==> config.mk <==
export PLATFORM = sky130hd
export DESIGN_NAME = pipe_mult_hs
export DESIGN_NICKNAME = d
export VERILOG_FILES = /design/src/rtl/pipe_mult_hs.sv
export SDC_FILE = /design/constraint.sdc
export NUM_CORES = 2
export LEC_CHECK = 0
export CAP_MARGIN = 30
export CORE_ASPECT_RATIO = 0.9
export CORE_MARGIN = 4
export CORE_UTILIZATION = 47
export CTS_CLUSTER_SIZE = 14
export DETAILED_ROUTE_END_ITERATION = 10
export GPL_TIMING_DRIVEN = 1
export HOLD_SLACK_MARGIN = 0.15
export SLEW_MARGIN = 20
export SYNTH_ARGS = -nofsm -noshare
export SYNTH_HDL_FRONTEND = slang
export SYNTH_SLANG_ARGS = --single-unit
==> constraint.sdc <==
create_clock -name clk_i -period 10.94 [get_ports clk_i]
set_clock_uncertainty 0.05 [all_clocks]
set_input_delay 1.094 -clock clk_i [delete_from_list [all_inputs] [get_ports clk_i]]
set_output_delay 1.094 -clock clk_i [all_outputs]
set_load 0.01 [all_outputs]
==> src/rtl/pipe_mult_hs.sv <==
// ---------------------------------------------------------------------------
// pipe_mult_hs
//
// Fully pipelined integer multiplier with valid/ready handshaking on both
// sides. Each operation carries its own signed/unsigned mode and an opaque
// tag. The block produces the full double-width product. It accepts one
// operation per clock. The whole pipeline freezes while the output register
// holds a result that the consumer has not taken.
//
// Parameters
//   BIT_WIDTH  operand width (even, >= 4)
//   STAGES     pipeline depth, must divide BIT_WIDTH evenly
//   TAG_WIDTH  width of the tag passed through with each operation
//
// Ports
//   clk_i         clock, all state changes on the rising edge
//   rst_i         synchronous active-high reset
//   valid_i       an operation is presented
//   ready_o       the presented operation is accepted this cycle
//   multiplier_i  operand A
//   multicand_i   operand B
//   signed_i      1: both operands two's complement, 0: both unsigned
//   tag_i         opaque tag for the operation
//   valid_o       a result is presented
//   ready_i       consumer takes the presented result
//   product_o     full 2*BIT_WIDTH product
//   tag_o         tag of the presented result
// ---------------------------------------------------------------------------
module pipe_mult_hs #(
  parameter int BIT_WIDTH = 32,
  parameter int STAGES    = 16,
  parameter int TAG_WIDTH = 4
) (
  input  logic                   clk_i,
  input  logic                   rst_i,
  input  logic                   valid_i,
  output logic                   ready_o,
  input  logic [BIT_WIDTH-1:0]   multiplier_i,
  input  logic [BIT_WIDTH-1:0]   multicand_i,
  input  logic                   signed_i,
  input  logic [TAG_WIDTH-1:0]   tag_i,
  output logic                   valid_o,
  input  logic                   ready_i,
  output logic [2*BIT_WIDTH-1:0] product_o,
  output logic [TAG_WIDTH-1:0]   tag_o
);

  localparam int PW  = 2 * BIT_WIDTH;
  localparam int BPS = BIT_WIDTH / STAGES;

  // Adds the multiplicand, shifted by the bit position, for each set bit
  // of the multiplier chunk that this stage retires.
  function automatic logic [PW-1:0] chunk_sum(
    input logic [PW-1:0]  psum,
    input logic [PW-1:0]  mcand,
    input logic [BPS-1:0] bits
  );
    logic [PW-1:0] acc;
    acc = psum;
    for (int j = 0; j < BPS; j++) begin
      if (bits[j]) begin
        acc = acc + (mcand << j);
      end
    end
    return acc;
  endfunction

  // Stage registers. Stage 0 holds a freshly accepted operation with a zero
  // partial sum. Each hop to the next stage, including the hop into the
  // output register, retires BPS multiplier bits.
  logic                 st_valid [STAGES];
  logic [PW-1:0]        st_psum  [STAGES];
  logic [PW-1:0]        st_mcand [STAGES];
  logic [BIT_WIDTH-1:0] st_mplier[STAGES];
  logic                 st_sign  [STAGES];
  logic [TAG_WIDTH-1:0] st_tag   [STAGES];

  logic [PW-1:0]        nx_psum  [STAGES];

  logic                 advance;
  logic                 accept;
  logic [BIT_WIDTH-1:0] mag_a;
  logic [BIT_WIDTH-1:0] mag_b;
  logic                 entry_sign;
  logic [PW-1:0]        final_product;

  // The pipeline moves only when the output slot is free or is being taken.
  // ready_o depends only on the output side, so it never waits on valid_i.
  assign advance = ready_i | ~valid_o;
  assign ready_o = advance;
  assign accept  = valid_i & advance;

  // Entry conversion to sign/magnitude. Unary minus over BIT_WIDTH bits maps
  // the most negative value onto 2^(BIT_WIDTH-1), which is its correct
  // unsigned magnitude.
  always_comb begin
    mag_a      = multiplier_i;
    mag_b      = multicand_i;
    entry_sign = 1'b0;
    if (signed_i) begin
      if (multiplier_i[BIT_WIDTH-1]) begin
        mag_a = -multiplier_i;
      end
      if (multicand_i[BIT_WIDTH-1]) begin
        mag_b = -multicand_i;
      end
      entry_sign = multiplier_i[BIT_WIDTH-1] ^ multicand_i[BIT_WIDTH-1];
    end
  end

  // Partial sum that each stage hands on to its successor.
  always_comb begin
    for (int i = 0; i < STAGES; i++) begin
      nx_psum[i] = chunk_sum(st_psum[i], st_mcand[i], st_mplier[i][BPS-1:0]);
    end
  end

  // The last hop restores the sign with a two's complement negate over the
  // full product width.
  always_comb begin
    final_product = nx_psum[STAGES-1];
    if (st_sign[STAGES-1]) begin
      final_product = -nx_psum[STAGES-1];
    end
  end

  // Pipeline advance. Data registers load only behind a valid bit, so
  // bubbles leave stale data in place. The output register changes only
  // when a real result arrives, so it stays at zero after reset until the
  // first new result is presented.
  always_ff @(posedge clk_i) begin
    if (rst_i) begin
      for (int i = 0; i < STAGES; i++) begin
        st_valid[i]  <= 1'b0;
        st_psum[i]   <= '0;
        st_mcand[i]  <= '0;
        st_mplier[i] <= '0;
        st_sign[i]   <= 1'b0;
        st_tag[i]    <= '0;
      end
      valid_o   <= 1'b0;
      product_o <= '0;
      tag_o     <= '0;
    end else if (advance) begin
      st_valid[0] <= accept;
      if (accept) begin
        st_psum[0]   <= '0;
        st_mcand[0]  <= {{BIT_WIDTH{1'b0}}, mag_b};
        st_mplier[0] <= mag_a;
        st_sign[0]   <= entry_sign;
        st_tag[0]    <= tag_i;
      end
      for (int i = 1; i < STAGES; i++) begin
        st_valid[i] <= st_valid[i-1];
        if (st_valid[i-1]) begin
          st_psum[i]   <= nx_psum[i-1];
          st_mcand[i]  <= st_mcand[i-1] << BPS;
          st_mplier[i] <= st_mplier[i-1] >> BPS;
          st_sign[i]   <= st_sign[i-1];
          st_tag[i]    <= st_tag[i-1];
        end
      end
      valid_o <= st_valid[STAGES-1];
      if (st_valid[STAGES-1]) begin
        product_o <= final_product;
        tag_o     <= st_tag[STAGES-1];
      end
    end
  end

endmodule
== Word level (Yosys, flattened, before mapping) ==
Memory sizes are Yosys's and may differ from the RTL's. A register that Yosys moved wholly into a read port is not among the register bits.
Cells that the tools add are included.
Storage, ports and cells
  bits in registers: 65
  bits in writable memories: 2656
  input bits: 73
  output and inout bits: 70
  logic and storage cells: 347
  memories: 6
Cells by class
  $add $sub $neg: 35
  multiplexer cells: 203
  bitwise logic cells: 100
  reduce and logical (&&, ||, !) cells: 1
Memory list
  st_mcand: depth 16, width 64, rd ports 16, clocked after Yosys merged registers in 0, write ports 16, line 73  | logic [PW-1:0] st_mcand [STAGES];
  st_psum: depth 16, width 64, rd ports 16, clocked after Yosys merged registers in 0, write ports 16, line 72  | logic [PW-1:0] st_psum [STAGES];
  st_mplier: depth 16, width 32, rd ports 16, clocked after Yosys merged registers in 0, write ports 16, line 74  | logic [BIT_WIDTH-1:0] st_mplier[STAGES];
  st_tag: depth 16, width 4, rd ports 16, clocked after Yosys merged registers in 1, write ports 16, line 76  | logic [TAG_WIDTH-1:0] st_tag [STAGES];
  st_sign: depth 16, width 1, rd ports 16, clocked after Yosys merged registers in 0, write ports 16, line 75  | logic st_sign [STAGES];
  st_valid: depth 16, width 1, rd ports 16, clocked after Yosys merged registers in 0, write ports 16, line 71  | logic st_valid [STAGES];
Operators by type and width (count)
  $mux W64: 65
  $add A64 B64 Y64: 32
  $mux W32: 20
  $mux W1: 102
  $or A1 B1 Y1: 97
  $mux W4: 16
  $neg A32 Y32: 2
  $neg A64 Y64: 1
  $reduce_and A2 Y1: 1
  $and A1 B1 Y1: 1
  $not A1 Y1: 1
  $xor A1 B1 Y1: 1

== Longest topological paths before layout ==
  word-level depth: 8
  mapped depth: 25
  mapped depth without buffers: 25

== Worst setup path before layout ==
No wires, ideal clock.
  path kind: reg-to-reg
  start point: memory st_mcand[5][86] in the netlist's numbering
  end point: memory st_psum[1][307] in the netlist's numbering (data pin)
  setup time: 259 ps
  arrival time: 5288 ps
  data required time: 10631 ps
  setup slack: 5343 ps
  stages on the path, launching flop included: 24
  buffers on the path: 0
  period minus slack after synthesis: 5597 ps
  cell sequence: edfxtp_1 > ha_1 > fa_1 > a211oi_1 > o21a_1 > or3_1 > nand3b_1 > a21o_1 > a21oi_1 > o21bai_1 > a21oi_1 > xnor2_1 > mux2_2 > ha_1 > nand2_1 > a21oi_1 > a221o_1 > o2111a_1 > a2111oi_0 > nor4_1 > nor4b_1 > nor2_1 > mux2i_1 > o31a_1
RTL lines (line)
  from (decl): 73
  to (decl): 72

==> summary.md <==
| Metric | Value |
|---|---|
| P_int | 13.1 mW |
| Finish-stage setup viols | 0 |
| Crit path kind | reg2reg |
| Max-cap violations | 0 |
| Worst setup path end | st_psum[0][424] |
| FMAX | 150 MHz |
| CTS sink count | 1669 |
| Critical path's top delay family | compound AO/OA/AOI/OAI gates |
| Final setup TNS | 0 ns |
| First-pass GRT wire length | 485000 um |
| Quantity of gates resized following cts | 0 |
| Slowest library cell on the worst path | a211oi_1 |
| Crit path buf inv count | 1 |
| Most common cell after layout, fill and taps aside | edfxtp_1 |
| Ys Warns | 0 |
| Worst r2r dst | st_psum[0][424] |
| Seq/Total Area, Yosys | 41.3% |
| Slew margin rel. | 34.1% |
| DRC | 0 |
| Least-Margin Pin Slew | 0.989 ns |
| Grt met1 use | 31.3% |
| Tmin final | 6.69 ns |
| Hold Crit Class | reg2reg |
| Switch Pwr | 5.70 mW |
| Setup repair bufs after CTS | 0 |
| Logic pwr share | 26.0% |
| Seq cells post-synth | 1669 |
| Crit path arrival time | 7.21 ns |
| GPL Wtd Cong | 0.902 |
| Grt met3 use | 2.18% |
| Net Sw Frac | 30.3% |
| Setup crit end kind | flop |
| Worst path depth | 22 |
| Most frequent cells in the layout | 1600 x edfxtp_1, 1007 x nor2_1, 994 x ha_1, 895 x a21oi_1, 697 x nand2_1 |
| Fin worst setup slack | 4.25 ns |
| R2R Setup Slk | 4.25 ns |
| CP startpoint kind | flop |
| Die X | 540 um |
| Synthesized net count | 13047 |
| CTS Hold Bufs | 0 |
| Post-synth top flop | edfxtp_1 |
| Sequential share of power | 40.9% |
| 1st-iter DRT viols | 5918 |
| Clock latency on the worst-skew pair | 0.88 ns |
| Max clock buf depth | 4 |
| Pwr Density | 144 mW/mm^2 |
| Io pins | 143 |
| H-tree levels | 4 |
| Post-DP HPWL | 235000 um |
| Period utilisation layout | 61.1% |
| P_leak | 52.5 nW |
| Status | finished, final reports clean |
| Largest net degree at the start of global routing | 119 |
| RSZ-0062 raised after global routing | no |
| Clock power frac | 33.1% |
| Slew Viols, Final | 0 |
| Syn Area/Cell | 10.0 um^2 |
| Buffers on Ports | 142 |
| Die Y | 487 um |
| Via Count | 90522 |
| Vias in the first global route | 88388 |
| Post-Syn Area | 0.120 mm^2 |
| GRT met2 Usage | 38.5% |
| WL final | 308000 um |
| Maximum VDD drop | 0.000122 V |
| Synthesized instance count | 11949 |
| Antenna violations before repair | 10 |
| CP startpoint | st_mcand[2][75] |
| Number of distinct library cells after synthesis | 100 |
| Overall Global Routing Usage | 22.6% |
| Area Overhead vs Synth | 9.15% |
| Die area | 0.263 mm^2 |
| R2R depth | 22 |
| Largest stage delay on the critical path | 0.63 ns |
| Root buffer cell | clkbuf_16 |
| CTS buffer count | 189 |
| Total grt overflow | 0 |
| Reg-to-reg startpoint | st_mcand[2][75] |
| Row count | 175 |
| Async SR Flop Fraction | 0% |
| Number of nets with antenna violations after routing | 0 |
| WP data required | 11.46 ns |
| Vias/cell | 5.85 |
| Max FO, Critical Path | 7 |
| Initial Util | 47.3% |
| DRT Pass-1 Iters | 6 |
| Final hold slack | 0.403 ns |
| Worst-path clk slew | 0.06 ns |
| GRT busiest layer | met2 |
| CTS tree | yes |
| Final #Nets | 13069 |
| EDFF count, synth | 1600 |
| Hold Crit Start | product_o[0] |
| Core Box Area | 0.253 mm^2 |
| Fraction of layout cells with a size suffix above 1 | 6.70% |
| Final Hold Viols | 0 |
| DP Worst Slack | 4.33 ns |
| Wire per inst | 19.9 um |
| CP Cell Sequence | ha_1 > a211oi_1 > o21bai_1 > o311a_1 > o31a_1 > o21a_1 > o21a_1 > o21ai_0 > a21oi_1 > o311ai_0 > ha_1 > and4_1 > nand2_1 > inv_1 > a311o_1 > a211oi_1 > o311ai_0 > a21oi_1 > nor2b_1 > mux2i_1 > a21boi_0 > o31a_1 |
-- registers in the layout, indices dropped and copies added, names as in the netlist --
| name | cells |
|---|---|
| tag_o | 4 |
| product_o | 64 |
| st_psum | 720 |
| st_tag | 64 |
| valid_o | 1 |
| st_sign | 16 |
| st_valid | 16 |
| st_mplier | 272 |
| st_mcand | 512 |
-- cells by family (layout without fill, tap and decap cells) --
kind of cell,count (synthesis),after routing,share of synthesized area (%)
and+or+nand+nor,3929,3929,16.8
AOI/OAI and AO/OA,3294,3294,18.2
DFF,1669,1669,41.3
adders and majority gates,1025,1025,10.9
xor gates and xnor gates,853,853,6.25
buffers and inverters,730,888,2.37
muxes,449,449,4.09
other,0,3,0
-- worst register-to-register path: stages (launching register included) --
cell,delay [ns]
edfxtp_1,0.50
ha_1,0.34
a211oi_1,0.32
o21bai_1,0.18
o311a_1,0.35
o31a_1,0.27
o21a_1,0.19
o21a_1,0.18
o21ai_0,0.20
a21oi_1,0.13
o311ai_0,0.56
ha_1,0.42
and4_1,0.27
nand2_1,0.13
inv_1,0.07
a311o_1,0.31
a211oi_1,0.63
o311ai_0,0.26
a21oi_1,0.39
nor2b_1,0.11
mux2i_1,0.16
a21boi_0,0.11
o31a_1,0.29
-- layer usage --
metal	vias up	part of all wire, %
met4	2	2.0
met2	1652	48
li1	44685	-
met5	-	0.0023
met3	387	3.5
met1	43796	47
-- layout make-up --
cell class | instances | area [um^2]
Antenna cell | 3 | 7.51
Sequential cell | 1669 | 49400
Inverter | 321 | 1210
Tap cell | 3363 | 4210
Clock buffer | 220 | 4870
Timing Repair Buffer | 240 | 2280
Clock inverter | 107 | 1070
Multi-Input combinational cell | 9550 | 67400
Fill cell | 22699 | 122000
-- power by group through the flow --
stage | Clock, mW | Combinational, mW | Sequential, mW
after floorplan | 0 | 3.85 | 7.70
after global placement | 0 | 4.70 | 7.83
after detailed placement | 0 | 4.81 | 7.83
after CTS | 6.41 | 4.84 | 7.70
after global routing | 6.67 | 5.46 | 7.72
final | 6.23 | 4.89 | 7.69
-- how the worst min path moves through the flow --
stage,cells after the start,slack (ns),to
floorplan,2,0.42,tag_o[0]
global placement,2,0.39,product_o[40]
detailed placement,2,0.40,product_o[30]
CTS,2,0.41,product_o[30]
global route,2,0.42,product_o[39]
finish,2,0.40,product_o[0]
-- synthesized netlist by cell type, types with 340 or more instances --
cell type,instances,area (um^2)
xnor2_1,513,4490
a21oi_1,895,4480
edfxtp_1,1600,48000
o21ai_0,554,2770
nor2b_1,495,3100
nand2_1,714,2680
nor2_1,1007,3780
and2_1,695,4350
clkbuf_1,358,1340
ha_1,994,12400
a21o_1,388,2910
a211oi_1,385,2890
xor2_1,340,2980
-- through the flow --
stage | instances | total power [mW] | area (um^2) | util [%]
floorplan | 11949 | 11.5 | 120000 | -
global placement | 15130 | 12.5 | 124000 | 49.2
detailed placement | 15133 | 12.6 | 124000 | 49.2
CTS | 15460 | 18.9 | 130000 | 51.5
global route | 15471 | 19.8 | 131000 | 51.6
finish | 15473 | 18.8 | 131000 | 51.6
(Power assumes the default switching activity.)
